`config.mk`:
```
export PLATFORM = sky130hd
export DESIGN_NAME = mem_sram_ctrl_flat
export DESIGN_NICKNAME = d
export VERILOG_FILES = /design/src/rtl/mem_sram_ctrl_if.sv /design/src/rtl/mem_sram_ctrl.sv /design/src/flat_wrapper.sv
export SDC_FILE = /design/constraint.sdc
export NUM_CORES = 1
export LEC_CHECK = 0
export BUFFER_PORTS_ARGS = -buffer_cell sky130_fd_sc_hd__buf_4
export CORE_ASPECT_RATIO = 0.5
export CORE_MARGIN = 1.5
export CORE_UTILIZATION = 46
export CTS_BUF_LIST = sky130_fd_sc_hd__clkbuf_4 sky130_fd_sc_hd__clkbuf_8 sky130_fd_sc_hd__clkbuf_16
export CTS_CLUSTER_DIAMETER = 120
export DETAILED_ROUTE_END_ITERATION = 7
export PLACE_DENSITY_LB_ADDON = 0.3
export SLEW_MARGIN = 20
export SYNTH_ARGS = -nofsm -noshare
export SYNTH_HDL_FRONTEND = slang
export SYNTH_SLANG_ARGS = --single-unit
```
`constraint.sdc`:
```
create_clock -name clk -period 1.7 [get_ports clk]
set_input_delay 0.17 -clock clk [delete_from_list [all_inputs] [get_ports clk]]
set_output_delay 0.17 -clock clk [all_outputs]
set_load 0.1 [all_outputs]
```
`src/rtl/mem_sram_ctrl_if.sv`:
```
// ---------------------------------------------------------------------------
// mem_sram_ctrl_if
// Pipeline-side bus between the EXE/MEM pipeline register and mem_sram_ctrl.
//
// Signals:
//   mem_r_en  - load request, held stable while ready=0
//   mem_w_en  - store request, held stable while ready=0
//   alu_res   - 32-bit byte address from the execute stage
//   st_val    - 32-bit store data
//   rd_data   - 32-bit load data, valid when ready=1 in the DONE cycle
//   ready     - 0 freezes the pipeline, 1 lets the MEM stage advance
//   addr_err  - sticky out-of-range flag (only when MEM_ADDR_CHECK_EN is defined)
//
// Modports:
//   master - pipeline side (drives requests, receives data/ready)
//   slave  - controller side
//
// Optional feature macro: MEM_ADDR_CHECK_EN
// ---------------------------------------------------------------------------
interface mem_sram_ctrl_if;
    logic        mem_r_en;
    logic        mem_w_en;
    logic [31:0] alu_res;
    logic [31:0] st_val;
    logic [31:0] rd_data;
    logic        ready;
`ifdef MEM_ADDR_CHECK_EN
    logic        addr_err;

    modport master (
        output mem_r_en, mem_w_en, alu_res, st_val,
        input  rd_data, ready, addr_err
    );

    modport slave (
        input  mem_r_en, mem_w_en, alu_res, st_val,
        output rd_data, ready, addr_err
    );
`else
    modport master (
        output mem_r_en, mem_w_en, alu_res, st_val,
        input  rd_data, ready
    );

    modport slave (
        input  mem_r_en, mem_w_en, alu_res, st_val,
        output rd_data, ready
    );
`endif
endinterface

```
`src/rtl/mem_sram_ctrl.sv`:
```
// ---------------------------------------------------------------------------
// mem_sram_ctrl
// Memory-stage responder: turns one 32-bit load/store into two 16-bit SRAM
// accesses (low half first), each lasting WAIT_CYCLES clocks, and holds
// ready low until the whole word has been transferred.
//
// Parameters:
//   ADDR_BASE   - byte address mapped to SRAM word 0
//   WAIT_CYCLES - clocks per 16-bit half access (>= 1)
//   SRAM_AW     - SRAM address width in 16-bit halfwords
//
// Ports:
//   clk          - system clock, rising edge
//   rst_n        - asynchronous active-low reset
//   bus          - pipeline-side bus (mem_sram_ctrl_if.slave)
//   sram_addr    - halfword address to the SRAM
//   sram_dq_out  - write data to the SRAM
//   sram_dq_in   - read data from the SRAM
//   sram_dq_oe   - 1 = drive sram_dq_out onto the data bus
//   sram_we_n    - SRAM write strobe, active-low
//
// Optional feature macro: MEM_ADDR_CHECK_EN
//   When defined, out-of-range requests are rejected in IDLE without any SRAM
//   cycle and set the sticky bus.addr_err flag. When undefined, addresses wrap
//   modulo the SRAM size.
// ---------------------------------------------------------------------------
module mem_sram_ctrl #(
    parameter logic [31:0] ADDR_BASE   = 32'd1024,
    parameter int          WAIT_CYCLES = 5,
    parameter int          SRAM_AW     = 18
) (
    input  logic               clk,
    input  logic               rst_n,
    mem_sram_ctrl_if.slave     bus,
    output logic [SRAM_AW-1:0] sram_addr,
    output logic [15:0]        sram_dq_out,
    input  logic [15:0]        sram_dq_in,
    output logic               sram_dq_oe,
    output logic               sram_we_n
);

    localparam int               CNT_W    = $clog2(WAIT_CYCLES) + 1;
    localparam logic [CNT_W-1:0] CNT_LAST = CNT_W'(WAIT_CYCLES - 1);

    typedef enum logic [1:0] {IDLE, LO, HI, DONE} state_t;

    state_t             state, state_nxt;
    logic [CNT_W-1:0]   counter, counter_nxt;
    logic               is_wr, is_wr_nxt;
    logic [SRAM_AW-2:0] word_q, word_nxt;
    logic [31:0]        st_q, st_nxt;
    logic [31:0]        rd_q, rd_nxt;
    logic [SRAM_AW-1:0] addr_nxt;
    logic [15:0]        dq_nxt;
    logic               oe_nxt;
    logic               we_n_nxt;
    logic               ready_c;
    logic               start;
    logic               req;
    logic [31:0]        offset;
    logic               unused_bits;

    assign req    = bus.mem_r_en | bus.mem_w_en;
    assign offset = bus.alu_res - ADDR_BASE;

    // Byte offset bits and bits above the SRAM word range never select a
    // halfword; they only matter to the optional range check.
    assign unused_bits = ^{offset[1:0], offset[31:SRAM_AW+1]};

`ifdef MEM_ADDR_CHECK_EN
    logic err_q, err_nxt;
    logic out_of_range;

    // word >= 2^(SRAM_AW-1) is the same as any offset bit above SRAM_AW being set
    assign out_of_range = (bus.alu_res < ADDR_BASE) || (offset[31:SRAM_AW+1] != '0);
    assign bus.addr_err = err_q;
`endif

    assign bus.rd_data = rd_q;
    assign bus.ready   = ready_c;

    // State and SRAM pin registers. The SRAM pins are registered so they change
    // only on clock edges; an async reset drops the write strobe immediately,
    // which may leave a write half done.
    always_ff @(posedge clk or negedge rst_n) begin
        if (!rst_n) begin
            state       <= IDLE;
            counter     <= '0;
            is_wr       <= 1'b0;
            word_q      <= '0;
            st_q        <= '0;
            rd_q        <= '0;
            sram_addr   <= '0;
            sram_dq_out <= '0;
            sram_dq_oe  <= 1'b0;
            sram_we_n   <= 1'b1;
`ifdef MEM_ADDR_CHECK_EN
            err_q       <= 1'b0;
`endif
        end else begin
            state       <= state_nxt;
            counter     <= counter_nxt;
            is_wr       <= is_wr_nxt;
            word_q      <= word_nxt;
            st_q        <= st_nxt;
            rd_q        <= rd_nxt;
            sram_addr   <= addr_nxt;
            sram_dq_out <= dq_nxt;
            sram_dq_oe  <= oe_nxt;
            sram_we_n   <= we_n_nxt;
`ifdef MEM_ADDR_CHECK_EN
            err_q       <= err_nxt;
`endif
        end
    end

    // Next-state and output logic. The pin values for the upcoming phase are
    // computed on the transition into it, so the SRAM sees a stable address
    // and strobe for the full WAIT_CYCLES of each half. The strobe stays low
    // across the LO->HI boundary; the SRAM latches on the address change.
    always_comb begin
        state_nxt   = state;
        counter_nxt = counter;
        is_wr_nxt   = is_wr;
        word_nxt    = word_q;
        st_nxt      = st_q;
        rd_nxt      = rd_q;
        addr_nxt    = sram_addr;
        dq_nxt      = sram_dq_out;
        oe_nxt      = sram_dq_oe;
        we_n_nxt    = sram_we_n;
        ready_c     = 1'b0;
        start       = 1'b0;
`ifdef MEM_ADDR_CHECK_EN
        err_nxt     = err_q;
`endif

        case (state)
            IDLE: begin
                ready_c = ~req;
                start   = req;
`ifdef MEM_ADDR_CHECK_EN
                if (req && out_of_range) begin
                    start   = 1'b0;
                    ready_c = 1'b1;
                    err_nxt = 1'b1;
                    if (!bus.mem_w_en) begin
                        rd_nxt = '0;
                    end
                end
`endif
                if (start) begin
                    // a simultaneous read+write request is treated as a write
                    is_wr_nxt   = bus.mem_w_en;
                    word_nxt    = offset[SRAM_AW:2];
                    st_nxt      = bus.st_val;
                    counter_nxt = '0;
                    state_nxt   = LO;
                    addr_nxt    = {offset[SRAM_AW:2], 1'b0};
                    dq_nxt      = bus.mem_w_en ? bus.st_val[15:0] : sram_dq_out;
                    oe_nxt      = bus.mem_w_en;
                    we_n_nxt    = ~bus.mem_w_en;
                end
            end

            LO: begin
                counter_nxt = counter + 1'b1;
                if (counter == CNT_LAST) begin
                    if (!is_wr) begin
                        rd_nxt[15:0] = sram_dq_in;
                    end
                    counter_nxt = '0;
                    state_nxt   = HI;
                    addr_nxt    = {word_q, 1'b1};
                    dq_nxt      = is_wr ? st_q[31:16] : sram_dq_out;
                end
            end

            HI: begin
                counter_nxt = counter + 1'b1;
                if (counter == CNT_LAST) begin
                    if (!is_wr) begin
                        rd_nxt[31:16] = sram_dq_in;
                    end
                    counter_nxt = '0;
                    state_nxt   = DONE;
                    oe_nxt      = 1'b0;
                    we_n_nxt    = 1'b1;
                end
            end

            DONE: begin
                ready_c   = 1'b1;
                state_nxt = IDLE;
            end

            default: begin
                state_nxt = IDLE;
            end
        endcase
    end

endmodule
```
`src/flat_wrapper.sv`:
```
// flat-port wrapper written by rule: the top's interface ports become plain ports
module mem_sram_ctrl_flat 
#(
    parameter logic [31:0] ADDR_BASE   = 32'd1024,
    parameter int          WAIT_CYCLES = 5,
    parameter int          SRAM_AW     = 18
)
  (clk, rst_n, sram_addr, sram_dq_out, sram_dq_in, sram_dq_oe, sram_we_n, bus_mem_r_en, bus_mem_w_en, bus_alu_res, bus_st_val, bus_rd_data, bus_ready);
  mem_sram_ctrl_if bus_i ();
  input  logic clk;
  input  logic rst_n;
  output logic [SRAM_AW-1:0] sram_addr;
  output logic [15:0] sram_dq_out;
  input  logic [15:0] sram_dq_in;
  output logic sram_dq_oe;
  output logic sram_we_n;
  input wire logic [$bits(bus_i.mem_r_en)-1:0] bus_mem_r_en;
  input wire logic [$bits(bus_i.mem_w_en)-1:0] bus_mem_w_en;
  input wire logic [$bits(bus_i.alu_res)-1:0] bus_alu_res;
  input wire logic [$bits(bus_i.st_val)-1:0] bus_st_val;
  output wire logic [$bits(bus_i.rd_data)-1:0] bus_rd_data;
  output wire logic [$bits(bus_i.ready)-1:0] bus_ready;
  assign bus_i.mem_r_en = bus_mem_r_en;
  assign bus_i.mem_w_en = bus_mem_w_en;
  assign bus_i.alu_res = bus_alu_res;
  assign bus_i.st_val = bus_st_val;
  assign bus_rd_data = bus_i.rd_data;
  assign bus_ready = bus_i.ready;
  mem_sram_ctrl #(.ADDR_BASE(ADDR_BASE), .WAIT_CYCLES(WAIT_CYCLES), .SRAM_AW(SRAM_AW)) u_core (.clk(clk), .rst_n(rst_n), .bus(bus_i), .sram_addr(sram_addr), .sram_dq_out(sram_dq_out), .sram_dq_in(sram_dq_in), .sram_dq_oe(sram_dq_oe), .sram_we_n(sram_we_n));
endmodule
```
# == Word level (Yosys, flattened, before mapping) ==
# Index checks and enable logic that the tools add are counted.
# classes
bitwise,4
eq_ne,9
n_addsub,2
mux,22
reduce_logical,13
# op_table
op,n
$mux W16,4
$mux W18,2
$pmux W18 S2,1
$pmux W16 S2,1
$sub A19 B11 Y19 const B,1
$reduce_and A3 Y1,5
$mux W4,2
$ne A2 B1 Y1 const B,4
$pmux W2 S4,1
$pmux W4 S2,1
$mux W2,3
$pmux W1 S2,3
$reduce_bool A2 Y1,3
$reduce_and A5 Y1,1
$add A4 B1 Y4 const B,1
$eq A2 B2 Y1 const B,2
$eq A4 B3 Y1 const B,1
$mux W1,4
$reduce_and A2 Y1,2
$not A1 Y1,3
$eq A2 B1 Y1 const B,1
$logic_not A2 Y1,1
$ne A2 B2 Y1 const B,1
$reduce_or A2 Y1,1
$or A1 B1 Y1,1
# totals
regBits,124
wordCells,61
input_bits,84

# == Longest topological paths before layout ==
# Gate-level depths: netlist (run 1).
# depth
depth_word,4
mapped_depth,8
ltp_nobuf,6

# == Worst setup path after synthesis (run 1) ==
# OpenSTA, ideal clock, no wires.
# synth_timing
path_kind,register to output
from,register u_core.state[0]
to,output bus_ready
slack_ns,-1.073
arrival_ns,2.603
path_buffers,1
stages_incl_launch_ff,7
t_required_ns,1.530
path_cell_list,dfrtp_1 inv_1 ha_1 buf_4 nor3b_1 nor2_1 nor2_1
# synth_between
elab_chain_len,2
# synth_lines
item,line_no,rtl
"start, declared",mem_sram_ctrl.sv:47,"state_t state, state_nxt;"
"start signal, assigned",mem_sram_ctrl.sv:101,state <= state_nxt;
$eq A2 B2 Y1 / $logic_not A2 Y1 (equally long branches),mem_sram_ctrl.sv:138,case (state)
$pmux W1 S2 (*),mem_sram_ctrl.sv:138,
"end, declared",flat_wrapper.sv:22,output wire logic [$bits(bus_i.ready)-1:0] bus_ready;
# Mark *: on every way between the ends. The rest lies on a longest branch, timed or not.

# == Worst setup path in the final report (run 1) ==
# layout_timing
from,register u_core.state[1]
to,output bus_ready
# The elaborated chain is that of the path after synthesis.

==> out/qor.csv, run 1 <==
metric;value;unit
status;finished, violations left;
failed_checks;setup timing;
wire_per_inst;15.3;µm
die-height;74.6;µm
fill_cells;757;
setup_viol;2;
drt-initial-drc-count;112;
max-cap-violations;0;
async_flop_share;100;%
syn_area;0.00472;mm²
rsz0062_at_grt;yes;
worst_path_largest_cell_delay;380;ps
ys_seq_area_share;57.3;%
synth.distinct_cells;41;
synth_flop_cell;dfrtp_1;
layout_worst_path_cycle_share;101;%
io_buffers;137;
use_met3;6.91;%
numCtsBuffers;9;
fp.dieW;146;µm
grt_max_degree;33;
grt_pass1_vias;3486;
fp-row-count;25;
grt_pass1_wl;16700;µm
first_pass_iters;4;
use_met2;34.5;%
cts.sinks;108;
worstSetupStartpointType;register;
path_common_cell;buf_4;
critPathKind;reg -> out;
synth_cells;379;
diodes;0;
tightest_slew;512;ps
dieArea;0.0109;mm²
ys_seq_elements;108;
gp_congestion;0.765;
finalHoldViolations;0;
setup_ws;-24.2;ps
grt_antenna_before_repair;0;
cp-end-kind;output port;
regArea;0.00270;mm²
post-route-util;66.6;%
top_usage_layer;met2;
synth_area_leaders;dfrtp_1, mux2_2, mux2i_1;
start_util;48.7;%
crit_arrival;1550;ps
yosys.area.top_type_share;56.7;%
tns;-46.3;ps
stdcell_area;0.00646;mm²
clkTransAtPathRegs;70;ps
hold_path.class;in -> reg;
drc;0;
vias;3412;
globalRouteMet1Util;23.7;%
crit_fanout;2;
relSlewSlack;65.5;%
clk_latency;340;ps
cts_buffer_depth;2;
place_hpwl;7350;µm
fin_worst_skew;8.24;ps
ys_warn_count;0;
ctsRootBufferMaster;clkbuf_16;
ant_nets;0;
path_delay_family;buffers and inverters;
cts.htree.levels;3;
overflow;0;
cp.required;1530;ps
crit_path_top_delay_cell;dfrtp_1;
multi_input_area;0.00194;mm²
syn_nets;471;
syn-mean-instance-area;12.5;µm²
synth_enable_flop_cells;0;
io_pins;153;
area_growth;36.9;%
routed_wl;10300;µm
cts_tree;yes;
nets;628;
place_area;0.00604;mm²
synth_area_leader_cell;dfrtp_1;
core;0.00970;mm²
path_buf_inv;3;
grtUsageTotal;19.6;%
path_cells;buf_4 -> buf_4 -> ha_1 -> nor2_2 -> nor2_4 -> buf_12;
drive_above_1_share;47.8;%
clock.fmax;580;MHz
fin_crit;1720;ps
viasPerCell;5.05;
maxSlewViolCount;0;
[cell type report]
cell class | count | share of cell area [%]
Clock inverter | 3 | 0.716
Multi-Input combinational cell | 246 | 30.0
Timing Repair Buffer | 164 | 20.4
Inverter | 7 | 0.407
Clock buffer | 12 | 4.03
Tap cell | 135 | 2.61
Sequential cell | 108 | 41.8
[logic make-up after synthesis]
kind of cell	share of synthesized area, %
AO/OA/AOI/OAI	8.72
XOR/XNOR	1.30
adder cells (fa/ha/maj)	2.12
buffers and inverters	2.78
flip-flops	57.3
multiplexers	19.6
AND/OR/NAND/NOR	8.22
[worst paths after layout]
| check | start | to | slack [ps] | cells after the start |
|---|---|---|---|---|
| max | u_core.state[1] | bus_ready | -20 | 6 |
| min | bus_st_val[25] | u_core.st_q[25] | 50 | 2 |
| max reg2reg | u_core.state[0] | u_core.sram_addr[13] | -20 | 6 |
| min reg2reg | u_core.sram_addr[9] | u_core.sram_addr[9] | 480 | 2 |
| max in group asynchronous | rst_n | u_core.sram_we_n | 770 | 3 |
| min in group asynchronous | rst_n | u_core.sram_dq_out[6] | 340 | 2 |
[cells in the mapped netlist, types with 2 or more instances]
cell	count
o2bb2ai_1	2
buf_1	2
nand3_1	6
mux2i_1	27
a32o_1	2
xnor2_1	5
o21ai_1	2
buf_6	2
nand2_1	31
o211ai_1	3
a21oi_1	25
nand2_4	2
buf_4	3
nor3_1	2
nor2_1	29
nor3b_1	2
inv_1	7
mux2_2	58
a22o_1	2
xor2_1	2
dfrtp_1	107
ha_1	8
clkbuf_1	2
buf_2	9
o21ai_0	23
[state kept, by name, summed over array words and instances (netlist names)]
signal / flops
u_core.counter: 4
u_core.word_q: 17
u_core.sram_addr: 18
u_core.st_q: 16
u_core.sram_we_n: 1
u_core.sram_dq_oe: 1
u_core.state: 2
u_core.is_wr: 1
u_core.sram_dq_out: 16
u_core.bus.rd_data: 32
[layer usage]
layer	share of wire [%]	up-vias
li1	-	1643
met1	44	1675
met2	49	83
met3	6.1	11
met4	0.74	0
met5	0	-
[repair_timing]
item                                    4_1_cts  5_1_grt
pin swaps                                     2        3
gates cloned                                  0        1
gates resized for setup                       3        5
endpoints found under the setup margin        1       32
endpoints found under the hold margin        29        0
buffers inserted                              6        1
hold buffers                                  1        0
[through the flow]
step | worst slack, ps | std cells | hold WS, ps
CTS | 2.90 | 673 | 43.1
floorplan | -71.9 | 379 | -126
detailed placement | 19.7 | 651 | 152
finish | -24.2 | 675 | 53.9
global route | -97.1 | 675 | 42.1
global placement | 94.6 | 651 | 152
[cell usage in the layout (no fill, tap or decap), types with 2 or more instances in the layout]
cell type  count
mux2_2        57
nand2_4        2
buf_4        156
nand3_1        6
dfrtp_1      107
inv_2          2
nor2_1        27
a32o_1         2
xor2_1         2
a21oi_1       24
nor3_1         2
nand2_1       31
nor2_4         2
o21ai_0       21
ha_1           5
o21ai_1        4
buf_12         5
o211ai_1       3
clkbuf_16     10
a22o_1         2
ha_2           2
inv_1          5
o2bb2ai_1      2
mux2i_1       27
clkbuf_8       2
xnor2_1        5
Power of run 1 is not shown: default switching activity piles up to over one toggle a cycle in this logic, so the estimate is an artifact.
==> inputs of run 2 (changes only) <==
--- a/config.mk
+++ b/config.mk
@@ -7,7 +7,7 @@
 export LEC_CHECK = 0
 export BUFFER_PORTS_ARGS = -buffer_cell sky130_fd_sc_hd__buf_4
 export CORE_ASPECT_RATIO = 0.5
-export CORE_MARGIN = 1.5
+export CORE_MARGIN = 4
 export CORE_UTILIZATION = 46
 export CTS_BUF_LIST = sky130_fd_sc_hd__clkbuf_4 sky130_fd_sc_hd__clkbuf_8 sky130_fd_sc_hd__clkbuf_16
 export CTS_CLUSTER_DIAMETER = 120
==> out/qor.csv, run 2 (synthesized netlist as in run 1, its figures left out) <==
metric;value;unit
status;finished, violations left;
failed_checks;setup timing;
stdcell_area;0.00656;mm²
drc;0;
wire_per_inst;15.8;µm
nets;634;
tns;-16.1;ps
core;0.00973;mm²
fin_worst_skew;10.7;ps
hold_path.class;in -> reg;
final_cells;682;
clk_latency;350;ps
largest_register_ffs;32;
fp-row-count;25;
io_buffers;137;
maxSlewViolCount;0;
clock.fmax;583;MHz
grt_pass1_wl;17400;µm
diodes;0;
cts.sinks;108;
crit_fanout;2;
numCtsBuffers;9;
die-height;79.6;µm
path_cells;inv_2 -> ha_4 -> nor3b_4 -> nor2_2 -> nor2_4 -> buf_12;
mostFrequentLayoutCell;buf_4;
critPathLaunch;u_core.state[0];
clkTransAtPathRegs;80;ps
ant_nets;0;
grt_pass1_vias;3523;
worst_path_largest_cell_delay;390;ps
viasPerCell;5.04;
crit_arrival;1550;ps
cp-end-kind;output port;
critPathKind;reg -> out;
first_pass_iters;4;
worst_r2r_endpoint;u_core.state[0];
place_area;0.00605;mm²
routed_wl;10700;µm
place_hpwl;7820;µm
reg2reg_from;u_core.counter[1];
drt-initial-drc-count;114;
ctsRootBufferMaster;clkbuf_16;
vias;3437;
rsz0062_at_grt;yes;
area_growth;38.9;%
cts_buffer_depth;2;
setup_viol;1;
drive_above_1_share;48.6;%
mostFrequentLayoutCells;buf_4, dfrtp_1, mux2_2;
grt_antenna_before_repair;0;
fin_crit;1720;ps
relSlewSlack;70.0;%
start_util;48.5;%
tightest_slew;448;ps
cp.required;1530;ps
grt_max_degree;33;
cts_tree;yes;
overflow;0;
layout_worst_path_cycle_share;101;%
placedCellCount;652;
fp.dieW;151;µm
cp-endpoint;bus_ready;
grtUsageTotal;18.5;%
fin_hold_ws;48.1;ps
max-cap-violations;0;
gp_congestion;0.756;
finalHoldViolations;0;
crit_path_top_delay_cell;dfrtp_1;
dieArea;0.0120;mm²
rr_worst_depth;6;
setup_ws;-16.1;ps
worstSetupStartpointType;register;
cts.htree.levels;3;
io_pins;153;
r2r_slack;0;ps
-- run 2: metal layers --
metal | vias up | routed length [µm] | global-route usage (%)
met4 | 0 | 111 | 4.07
met3 | 13 | 694 | 6.24
met5 | - | 0 | 0
met2 | 77 | 5590 | 32.6
met1 | 1696 | 4350 | 22.1
li1 | 1651 | - | -
-- run 2: final cells by class --
class / instances / area, µm²
Timing Repair Buffer: 170 / 1360
Multi-Input combinational cell: 246 / 1960
Sequential cell: 108 / 2700
Fill cell: 753 / 3170
Tap cell: 135 / 169
Clock inverter: 6 / 96.3
Inverter: 7 / 26.3
Clock buffer: 10 / 239
-- run 2: stage by stage --
stage / utilization, % / worst slack (ps)
after CTS: 66.4 / 6.69
final: 67.4 / -16.1
after global routing: 67.4 / -115
after detailed placement: 62.2 / 30.6
after global placement: 62.2 / 52.1
after floorplan: - / -71.9
-- run 2: worst min path at each step --
| stage | startpoint | to | slack, ps | cells after the start |
|---|---|---|---|---|
| floorplan | rst_n | u_core.bus.rd_data[0] | -130 | 0 |
| global placement | rst_n | u_core.sram_dq_out[5] | 130 | 1 |
| detailed placement | rst_n | u_core.sram_dq_out[3] | 130 | 1 |
| CTS | bus_st_val[22] | u_core.st_q[22] | 40 | 2 |
| global route | bus_st_val[19] | u_core.st_q[19] | 30 | 2 |
| finish | bus_st_val[22] | u_core.st_q[22] | 50 | 2 |
-- run 2: timing repair --
item / 4_1_cts / 5_1_grt
gates resized for setup: 3 / 9
pin swaps: 1 / 4
setup buffers: 7 / 6
endpoints found under the hold margin: 27 / 0
setup endpoints to repair: 1 / 59
hold buffers: 1 / 0
-- run 2: critical path, delay by kind of cell, from the launching register on --
| kind | cells | cell delay (ps) |
|---|---|---|
| adder cells (fa/ha/maj) | 1 | 130 |
| buffers and inverters | 2 | 270 |
| AND/OR/NAND/NOR | 3 | 410 |
| flip-flops | 1 | 390 |
Power of run 2 is left out for the same reason.
